**src/rtl/uart_16550_pkg.sv**
```systemverilog
// rtl/uart_16550_pkg.sv - shared types and constants for the UART 16550 Rx FIFO controller
package uart_16550_pkg;

    typedef enum logic [1:0] {
        POP_IDLE   = 2'd0,
        POP_POP    = 2'd1,
        POP_SETTLE = 2'd2
    } pop_state_t;

    localparam logic [8:0] TRIG_LVL_1  = 9'd1;
    localparam logic [8:0] TRIG_LVL_4  = 9'd4;
    localparam logic [8:0] TRIG_LVL_8  = 9'd8;
    localparam logic [8:0] TRIG_LVL_14 = 9'd14;

    localparam logic [3:0] CHAR_BITS_MIN = 4'd7;
    localparam logic [3:0] CHAR_BITS_MAX = 4'd12;

    localparam int TIMEOUT_CNT_W = 10;
    localparam logic [TIMEOUT_CNT_W-1:0] TIMEOUT_MULT = 10'd64;

    function automatic logic [8:0] trigger_level(input logic [1:0] sel);
        logic [8:0] lvl;
        case (sel)
            2'b00:   lvl = TRIG_LVL_1;
            2'b01:   lvl = TRIG_LVL_4;
            2'b10:   lvl = TRIG_LVL_8;
            default: lvl = TRIG_LVL_14;
        endcase
        return lvl;
    endfunction

endpackage

```
**src/rtl/uart_16550_rx_timeout.sv**
```systemverilog
// rtl/uart_16550_rx_timeout.sv - character-timeout counter and IRQ flop
module uart_16550_rx_timeout
    import uart_16550_pkg::*;
(
    input  logic       i_clk,
    input  logic       i_rst,
    input  logic       i_clear,
    input  logic       i_push,
    input  logic       i_pop,
    input  logic       i_rbr_read,
    input  logic       i_empty,
    input  logic       i_tick,
    input  logic [3:0] i_char_bits,
    output logic       o_irq
);

    logic [3:0]               w_char_bits;
    logic [TIMEOUT_CNT_W-1:0] w_limit;
    logic [TIMEOUT_CNT_W-1:0] r_cnt;
    logic                     r_irq;

    assign w_char_bits = (i_char_bits < CHAR_BITS_MIN) ? CHAR_BITS_MIN :
                         (i_char_bits > CHAR_BITS_MAX) ? CHAR_BITS_MAX : i_char_bits;
    assign w_limit     = TIMEOUT_CNT_W'(w_char_bits) * TIMEOUT_MULT;

    // Any FIFO activity (or an empty FIFO) means the line is not idle, so the count restarts.
    always_ff @(posedge i_clk or posedge i_rst) begin
        if (i_rst) begin
            r_cnt <= '0;
            r_irq <= 1'b0;
        end else if (i_clear) begin
            r_cnt <= '0;
            r_irq <= 1'b0;
        end else begin
            if (i_push || i_pop || i_rbr_read || i_empty)
                r_cnt <= '0;
            else if (i_tick && (r_cnt < w_limit))
                r_cnt <= r_cnt + TIMEOUT_CNT_W'(1);

            if (i_push || i_pop)
                r_irq <= 1'b0;
            else if (r_cnt == w_limit)
                r_irq <= 1'b1;
        end
    end

    assign o_irq = r_irq;

endmodule

```
**src/rtl/uart_16550_rx_fifo_ctrl.sv**
```systemverilog
// rtl/uart_16550_rx_fifo_ctrl.sv - Rx FIFO pop sequencing, LSR status and Rx interrupts
// Optional overrun detection: define UART_16550_RX_OVERRUN_EN.
module uart_16550_rx_fifo_ctrl
    import uart_16550_pkg::*;
(
    input  logic       WBs_CLK_i,
    input  logic       WBs_RST_i,
    input  logic       Rx_FIFO_Enable_i,
    input  logic       Rx_FIFO_Flush_i,
    input  logic [1:0] Rx_Trigger_Level_i,
    input  logic       Rx_FIFO_Push_i,
    input  logic [8:0] Rx_FIFO_Level_i,
    input  logic       Rx_FIFO_Empty_i,
    input  logic       Rx_FIFO_Full_i,
    input  logic       RBR_Read_i,
    input  logic       LSR_Read_i,
    input  logic       Baud16_Tick_i,
    input  logic [3:0] Char_Bits_i,
    output logic       Rx_FIFO_Pop_o,
    output logic       Rx_Data_Ready_o,
    output logic       Rx_Overrun_o,
    output logic       Rx_Data_Avail_IRQ_o,
    output logic       Rx_Timeout_IRQ_o
);

    pop_state_t r_state;
    logic       r_pop;
    logic       r_data_ready;
    logic       r_data_avail;
    logic       w_flush;
    logic       w_data_ready_nxt;

    assign w_flush = Rx_FIFO_Flush_i | ~Rx_FIFO_Enable_i;

    // SETTLE gives the FIFO one cycle to update its flags before another read is honoured.
    always_ff @(posedge WBs_CLK_i or posedge WBs_RST_i) begin
        if (WBs_RST_i) begin
            r_state <= POP_IDLE;
            r_pop   <= 1'b0;
        end else if (w_flush) begin
            r_state <= POP_IDLE;
            r_pop   <= 1'b0;
        end else begin
            r_pop <= 1'b0;
            case (r_state)
                POP_IDLE: begin
                    if (RBR_Read_i && !Rx_FIFO_Empty_i) begin
                        r_state <= POP_POP;
                        r_pop   <= 1'b1;
                    end
                end
                POP_POP:    r_state <= POP_SETTLE;
                POP_SETTLE: r_state <= POP_IDLE;
                default:    r_state <= POP_IDLE;
            endcase
        end
    end

    always_comb begin
        w_data_ready_nxt = r_data_ready;
        if (Rx_FIFO_Enable_i)
            w_data_ready_nxt = ~Rx_FIFO_Empty_i;
        else if (Rx_FIFO_Push_i)
            w_data_ready_nxt = 1'b1;
        else if (RBR_Read_i)
            w_data_ready_nxt = 1'b0;
    end

    always_ff @(posedge WBs_CLK_i or posedge WBs_RST_i) begin
        if (WBs_RST_i) begin
            r_data_ready <= 1'b0;
            r_data_avail <= 1'b0;
        end else begin
            r_data_ready <= w_data_ready_nxt;
            r_data_avail <= Rx_FIFO_Enable_i ?
                            (Rx_FIFO_Level_i >= trigger_level(Rx_Trigger_Level_i)) :
                            w_data_ready_nxt;
        end
    end

`ifdef UART_16550_RX_OVERRUN_EN
    logic r_overrun;
    logic w_overrun_set;

    assign w_overrun_set = Rx_FIFO_Push_i & (Rx_FIFO_Enable_i ? Rx_FIFO_Full_i : r_data_ready);

    always_ff @(posedge WBs_CLK_i or posedge WBs_RST_i) begin
        if (WBs_RST_i)
            r_overrun <= 1'b0;
        else if (w_overrun_set)
            r_overrun <= 1'b1;
        else if (LSR_Read_i)
            r_overrun <= 1'b0;
    end

    assign Rx_Overrun_o = r_overrun;
`else
    logic w_unused_ovr;
    assign w_unused_ovr = LSR_Read_i | Rx_FIFO_Full_i;
    assign Rx_Overrun_o = 1'b0;
`endif

    uart_16550_rx_timeout u_timeout (
        .i_clk       (WBs_CLK_i),
        .i_rst       (WBs_RST_i),
        .i_clear     (w_flush),
        .i_push      (Rx_FIFO_Push_i),
        .i_pop       (r_pop),
        .i_rbr_read  (RBR_Read_i),
        .i_empty     (Rx_FIFO_Empty_i),
        .i_tick      (Baud16_Tick_i),
        .i_char_bits (Char_Bits_i),
        .o_irq       (Rx_Timeout_IRQ_o)
    );

    assign Rx_FIFO_Pop_o       = r_pop;
    assign Rx_Data_Ready_o     = r_data_ready;
    assign Rx_Data_Avail_IRQ_o = r_data_avail;

endmodule

```
**config.mk**
```make
export PLATFORM = sky130hd
export DESIGN_NAME = uart_16550_rx_fifo_ctrl
export DESIGN_NICKNAME = d
export VERILOG_FILES = /design/src/rtl/uart_16550_pkg.sv /design/src/rtl/uart_16550_rx_timeout.sv /design/src/rtl/uart_16550_rx_fifo_ctrl.sv
export SDC_FILE = /design/constraint.sdc
export NUM_CORES = 1
export LEC_CHECK = 0
export BUFFER_PORTS_ARGS = -buffer_cell sky130_fd_sc_hd__buf_4
export CORE_ASPECT_RATIO = 0.9
export CORE_UTILIZATION = 27
export CTS_CLUSTER_DIAMETER = 40
export DETAILED_ROUTE_END_ITERATION = 7
export GPL_TIMING_DRIVEN = 1
export SYNTH_ARGS = -nofsm -noshare
export SYNTH_HDL_FRONTEND = slang
export SYNTH_HIERARCHICAL = 1
export SYNTH_SLANG_ARGS = --single-unit
```
**constraint.sdc**
```tcl
create_clock -name WBs_CLK_i -period 3.96 [get_ports WBs_CLK_i]
set_input_delay 0.198 -clock WBs_CLK_i [delete_from_list [all_inputs] [get_ports WBs_CLK_i]]
set_output_delay 0.198 -clock WBs_CLK_i [all_outputs]
set_load 0.02 [all_outputs]
```
==> implementation parameters, run 1 <==
Parameter                              Value

Run status
  Outcome    finished clean

Yosys
  Largest area contributor in the synthesized netlist    dfrtp_1
  Synthesized netlist cell count    116
  Number of flops mapped to enable cells by yosys    0
  Flip-flop and latch count after synthesis    16
  Post-synthesis cell area    0.00110 mm^2
  Main synth FF type    dfrtp_1
  Post-synth ARST share    1.00
  Distinct cells, synth    39
  Syn nets    151
  Area contributors post-synth    dfrtp_1, ha_1, a21oi_1
  Warnings from Yosys    6
  Top-area cell type share of the netlist area    0.363
  Share of the yosys chip area belonging to registers    0.363
  Post-synthesis area per instance    9.50 um^2

CTS
  Cts bufs inserted    3
  Post-CTS Setup Bufs    0
  Clock Root Buffer    clkbuf_8
  Total of hold buffers inserted after clock tree synthesis    1
  Number of gates given a new drive strength after cts    0
  TritonCTS clock tree    built
  Total number of H-tree levels    1
  Clock insertion delay at the later pin of the skew report    0.24 ns
  Deepest clock path buffer count    2
  Register clock-pin slew on the reported worst setup and hold paths    0.06 ns
  Total clock sinks    16

Worst setup path
  Worst setup path category    reg2reg
  R2R setup slack    2.00 ns
  Nature of the critical path startpoint    flip-flop
  WP data required    4.12 ns
  Critical Path AT    2.13 ns
  Max FO, Critical Path    15
  Longest individual stage delay on the worst path    0.52 ns
  Cell at the slowest stage of the critical path    or4_1
  Endpoint type of the worst setup path    flip-flop
  Critical Path, Cell by Cell    ha_1, nor2b_4, o211a_4, or4_1, a21oi_1

Finish
  Layout cell share with drive strength beyond 1    0.278
  Number of nets in the layout    180
  Finished layout cell area    0.00140 mm^2
  Highest-count cells in the layout ignoring fill and taps    buf_4, dfrtp_1, inv_1
  Combined area of the multi-input logic cells    638 um^2
  Total of fill cells in the finished design    386
  Layout Cells excl Fill    190
  Most common cell after layout, fill and taps aside    buf_4
  Area added between synthesis and finish    26.8%
  Seq. cell area    400 um^2
  Diode count    0
  Core Util, Final    0.367

Placed design
  Placed Cells incl. Taps    185
  Post-Place Setup Slack    2.00 ns
  Final HPWL from detailed placement    1950 um
  Placed Area    0.00133 mm^2
  GP Congestion    0.804
  Number of buffer cells added on primary ports    26

Route
  ANT nets after route    0
  Detailed-route via count    964
  Count of TritonRoute iterations in the first routing pass    4
  Number of remaining DRC errors    0
  Average wire per cell in the routed design    12.3 um
  Routed wire length    2350 um
  Detailed router's first-iteration violation count    45
  Per-cell via count in the routed design    5.07

GRT
  Wire length of the first global-routing pass    4020 um
  Global-route usage over all layers    0.114
  Number of global-route vias before repair    977
  Global-route congestion overflow total    0
  Antenna violations before repair    0
  Maximum number of pins on one net before global-route repair    16

Timing
  Hold slack    0.141 ns
  Final Setup Violations    0
  Maximum operating frequency    509 MHz
  Final hold violation count    0
  Slack of the critical path    2.00 ns
  Setup TNS    0 ns
  Slew Viols, Final    0
  Clk_skew    0.000869 ns
  Setup repair after global routing missed its margin    false
  Final min period    1.96 ns
  Share of the cycle needed by the critical path after routing    0.496

Min path
  Type of the tightest min-delay check    in2reg

Floorplanning
  Number of top-level pins    30
  Floorplan die area    0.00434 mm^2
  Die W    69.4 um
  Vert. Die Dim    62.6 um
  Core area    0.00381 mm^2
  Initial Utilization    0.289
  Standard-cell row count    21

Power and ir drop
  Power, Total    0.363 mW
  LEAKAGE    0.627 nW
  Worst vdd rail ir drop    108 uV
  Power Density    260 mW/mm^2

Flow run
  Max capacitance violation total    0
-- synthesized netlist by cell type (2+ instances only) --
master and n:
a21oi_1 10, or4_1 5, or2_1 2, o21ai_1 3
or3_1 3, ha_1 10, nor2b_4 2, nor3_1 3
inv_1 11, o31ai_1 6, a21o_1 2, dfrtp_1 16
nor2_1 5, nand2_1 8, nor3b_1 2, nand3_1 4
mux2i_1 2
-- final timing paths --
| path | from | end | cells after the start |
|---|---|---|---|
| worst max-delay path | u_timeout/r_cnt[7]$_DFFE_PP0P_ | u_timeout/r_cnt[4]$_DFFE_PP0P_ | 5 |
| worst min-delay path | Rx_FIFO_Empty_i | Rx_Data_Ready_o$_DFF_PP0_ | 2 |
| worst max register to register | u_timeout/r_cnt[7]$_DFFE_PP0P_ | u_timeout/r_cnt[4]$_DFFE_PP0P_ | 5 |
| worst min register to register | r_state[1]$_DFFE_PP0P_ | Rx_FIFO_Pop_o$_DFF_PP0_ | 1 |
| max in group asynchronous | WBs_RST_i | u_timeout/r_cnt[0]$_DFFE_PP0P_ | 3 |
| min in group asynchronous | WBs_RST_i | Rx_Data_Avail_IRQ_o$_DFF_PP0_ | 3 |
-- final cells by class --
type | count | area share
multi-input cells | 86 | 0.457
repair buffers | 27 | 0.147
flip-flops and latches | 16 | 0.286
inverters | 11 | 0.0295
clock buffers | 4 | 0.0394
well taps | 46 | 0.0412
-- cell families (layout without fill, tap and decap cells) --
family	Yosys count	in the layout	share of synthesized area
and+or+nand+nor	47	47	0.288
AOI/OAI and AO/OA	26	26	0.156
DFF	16	16	0.363
buffers and inverters	14	42	0.0579
adders and majority gates	10	10	0.114
muxes	2	2	0.0182
other	1	1	0.00340
-- power breakdown --
part | switching (mW) | total [mW] | internal [mW] | leakage [nW]
clock | 0.0532 | 0.141 | 0.0881 | 0.0288
sequential | 0.00114 | 0.167 | 0.166 | 0.216
combinational | 0.0257 | 0.0553 | 0.0296 | 0.382
-- flip-flops by register name, indices dropped and copies added (netlist names) --
signal               count
u_timeout/r_cnt         10
Rx_Data_Ready_o          1
u_timeout/o_irq          1
r_state                  2
Rx_FIFO_Pop_o            1
Rx_Data_Avail_IRQ_o      1
-- metal layers --
| layer | vias to the layer above | global-route usage | wire (um) |
|---|---|---|---|
| li1 | 477 | - | - |
| met1 | 453 | 0.136 | 1090 |
| met2 | 32 | 0.198 | 1100 |
| met3 | 2 | 0.0258 | 139 |
| met4 | 0 | 0.0459 | 18 |
| met5 | - | 0 | 0 |
-- critical path, delay by kind of cell (launching register included) --
kind            cells  cell delay (ns)
simple gates        2             0.66
compound gates      2             0.47
flops               1             0.43
fa+ha+maj           1             0.33
Note: power is estimated with default switching activity, not from simulation.
==> run 2, diff against run 1 <==
--- a/config.mk
+++ b/config.mk
@@ -5,6 +5,7 @@
 export SDC_FILE = /design/constraint.sdc
 export NUM_CORES = 1
 export LEC_CHECK = 0
+export ABC_AREA = 1
 export BUFFER_PORTS_ARGS = -buffer_cell sky130_fd_sc_hd__buf_4
 export CORE_ASPECT_RATIO = 0.9
 export CORE_UTILIZATION = 27
==> constraint.sdc (replaced) <==
create_clock -name WBs_CLK_i -period 1.95 [get_ports WBs_CLK_i]
set_input_delay 0.0975 -clock WBs_CLK_i [delete_from_list [all_inputs] [get_ports WBs_CLK_i]]
set_output_delay 0.0975 -clock WBs_CLK_i [all_outputs]
set_load 0.02 [all_outputs]
==> implementation parameters, run 2 <==
Parameter                              Value

Run status
  Outcome    complete, but fails checks
  Violations in the final reports    DRC

Worst setup path
  Critical Path AT    1.71 ns
  Capturing point of the worst reg2reg path    u_timeout/r_cnt[4]$_DFFE_PP0P_
  Nature of the critical path startpoint    flip-flop
  Endpoint type of the worst setup path    flip-flop
  Max FO, Critical Path    8
  R2R setup slack    0.41 ns
  Worst setup path category    reg2reg
  Worst flop-to-flop path startpoint    u_timeout/r_cnt[8]$_DFFE_PP0P_
  Cell count of the worst reg-to-reg path    8
  WP data required    2.12 ns

Timing
  Setup TNS    0 ns
  Setup repair after global routing missed its margin    false
  Final min period    1.54 ns
  Slack of the critical path    0.413 ns
  Maximum operating frequency    651 MHz
  Clk_skew    0.000983 ns
  Share of the cycle needed by the critical path after routing    0.788
  Final Setup Violations    0
  Final hold violation count    0
  Slew Viols, Final    0

Finish
  Biggest register    u_timeout/r_cnt
  Combined area of the multi-input logic cells    609 um^2
  Top Registers    u_timeout/r_cnt (10), r_state (2)
  Most common cell after layout, fill and taps aside    nand2_1
  Total of fill cells in the finished design    463
  Diode count    0
  Highest-count cells in the layout ignoring fill and taps    nand2_1, inv_1, buf_4
  Seq. cell area    400 um^2
  Area added between synthesis and finish    27.4%
  Layout cell share with drive strength beyond 1    0.216
  Layout Cells excl Fill    242
  Flip-flop count of the largest register, all copies and words added    10
  Number of nets in the layout    230

Yosys
  Warnings from Yosys    6
  Area contributors post-synth    dfrtp_1, nand2_1, ha_1
  Flip-flop and latch count after synthesis    16
  Most instantiated cells after synthesis    nand2_1, inv_1, nor2_1, dfrtp_1, nand3_1
  Post-synthesis cell area    0.00114 mm^2
  Share of the yosys chip area belonging to registers    0.351
  Syn nets    199
  Cell with the most instances after synthesis    nand2_1
  Largest area contributor in the synthesized netlist    dfrtp_1
  Distinct cells, synth    23
  Post-synthesis area per instance    6.96 um^2
  Synthesized netlist cell count    164
  Post-synth ARST share    1.00
  Number of flops mapped to enable cells by yosys    0
  Top-area cell type share of the netlist area    0.351
  Main synth FF type    dfrtp_1

Flow run
  Max capacitance violation total    0

Route
  Count of TritonRoute iterations in the first routing pass    6
  Number of remaining DRC errors    2
  Per-cell via count in the routed design    4.19
  Detailed-route via count    1014
  ANT nets after route    0
  Detailed router's first-iteration violation count    93
  Average wire per cell in the routed design    9.48 um
  Routed wire length    2290 um

Power and ir drop
  Worst vdd rail ir drop    173 uV
  Net switching component of the power    0.181 mW
  Power Density    518 mW/mm^2
  LEAKAGE    0.727 nW
  Pint    0.572 mW
  Part of the power in the clock network    0.395
  Share of power burned in registers    0.450
  Share of power burned in combinational logic    0.155
  Switch share    0.240

CTS
  Total number of H-tree levels    1
  Deepest clock path buffer count    2
  Number of gates given a new drive strength after cts    0
  Cts bufs inserted    3
  TritonCTS clock tree    built
  Clock Root Buffer    clkbuf_8
  Total clock sinks    16
  Register clock-pin slew on the reported worst setup and hold paths    0.07 ns
  Clock insertion delay at the later pin of the skew report    0.25 ns

GRT
  Antenna violations before repair    0
  Number of global-route vias before repair    982
  Global-route congestion overflow total    0
  Maximum number of pins on one net before global-route repair    12
  Global-route usage over all layers    0.118
  Wire length of the first global-routing pass    4200 um

Min path
  Start point of the worst hold path    Rx_FIFO_Empty_i
  Endpoint with the worst hold slack    Rx_FIFO_Pop_o$_DFF_PP0_
  Type of the tightest min-delay check    in2reg
  Hold Path Cell Cnt    2

Placed design
  Final HPWL from detailed placement    1880 um
  Placed Cells incl. Taps    237
  Number of buffer cells added on primary ports    26
  GP Congestion    0.787
  Post-Place Setup Slack    0.411 ns

Floorplanning
  Number of top-level pins    30
  Standard-cell row count    22
  Vert. Die Dim    63.7 um
  Die W    70.5 um
  Initial Utilization    0.280
  Core area    0.00407 mm^2
  Floorplan die area    0.00449 mm^2
-- run 2: changes by cell type after synthesis, sizes merged, moves of 3 or more --
cell and change:
nor2 +20, a21oi -3, or3 -3, or4 -5
nor2b -3, inv +22, nand2 +34, o21ai +3
o31ai -6, nand3 +7
-- run 2: worst max-delay path: stages (launching register included) --
cell and delay (ns):
dfrtp_1 0.44, ha_1 0.31, nand2_1 0.09, inv_1 0.04, nand2_1 0.07, nand2_2 0.13, inv_1 0.17, nand2_1 0.07
a21oi_1 0.14
-- run 2: stage by stage --
stage,power (mW),hold slack (ns),area (um^2),util
final,0.753,0.0271,1450,0.357
after detailed placement,0.462,0.0345,1390,0.341
after CTS,0.765,0.0257,1450,0.357
after global placement,0.461,0.0275,1390,0.341
after floorplan,0.408,-0.124,1140,-
after global routing,0.792,0.0300,1450,0.357
-- run 2: cell type report --
| class | count | area share |
|---|---|---|
| Multi-Input combinational cell | 114 | 0.419 |
| Clock buffer | 4 | 0.0379 |
| Sequential cell | 16 | 0.275 |
| Tap cell | 48 | 0.0413 |
| Inverter | 33 | 0.0852 |
| Timing Repair Buffer | 27 | 0.141 |
-- run 2: logic make-up (layout without fill, tap and decap cells) --
family	Yosys count	in the layout	synth area share
AOI/OAI and AO/OA	13	13	0.0570
xor gates and xnor gates	1	1	0.00768
adders and majority gates	10	10	0.110
buffers and inverters	34	64	0.115
DFF	16	16	0.351
other	1	1	0.00329
and+or+nand+nor	89	89	0.356
-- run 2: routing by layer --
| layer | up-vias | track usage | part of all wire |
|---|---|---|---|
| met2 | 10 | 0.192 | 0.44 |
| li1 | 563 | - | - |
| met3 | 2 | 0.0208 | 0.019 |
| met4 | 0 | 0.0459 | 0.0083 |
| met5 | - | 0 | 0 |
| met1 | 439 | 0.156 | 0.53 |
-- run 2: repair_timing --
action / in CTS / in global routing
hold buffers: 1 / 0
hold endpoints to repair: 16 / 0
setup buffers: 0 / 0
-- run 2: worst max path at each step --
stage / startpoint / end / slack (ns) / depth (start not counted)
floorplan: u_timeout/r_cnt[9]$_DFFE_PP0P_ / u_timeout/r_cnt[3]$_DFFE_PP0P_ / 0.58 / 7
global placement: u_timeout/r_cnt[8]$_DFFE_PP0P_ / u_timeout/r_cnt[6]$_DFFE_PP0P_ / 0.40 / 8
detailed placement: u_timeout/r_cnt[7]$_DFFE_PP0P_ / u_timeout/r_cnt[6]$_DFFE_PP0P_ / 0.41 / 8
CTS: u_timeout/r_cnt[8]$_DFFE_PP0P_ / u_timeout/r_cnt[6]$_DFFE_PP0P_ / 0.40 / 8
global route: u_timeout/r_cnt[9]$_DFFE_PP0P_ / u_timeout/r_cnt[4]$_DFFE_PP0P_ / 0.24 / 8
finish: u_timeout/r_cnt[8]$_DFFE_PP0P_ / u_timeout/r_cnt[4]$_DFFE_PP0P_ / 0.41 / 8
-- run 2: power by group through the flow --
stage,clock [mW],sequential [mW],combinational [mW]
3_5_place_dp,0,0.345,0.117
2_1_floorplan,0,0.350,0.0580
6_report,0.297,0.339,0.117
4_1_cts,0.307,0.339,0.119
5_1_grt,0.317,0.339,0.136
3_3_place_gp,0,0.345,0.116
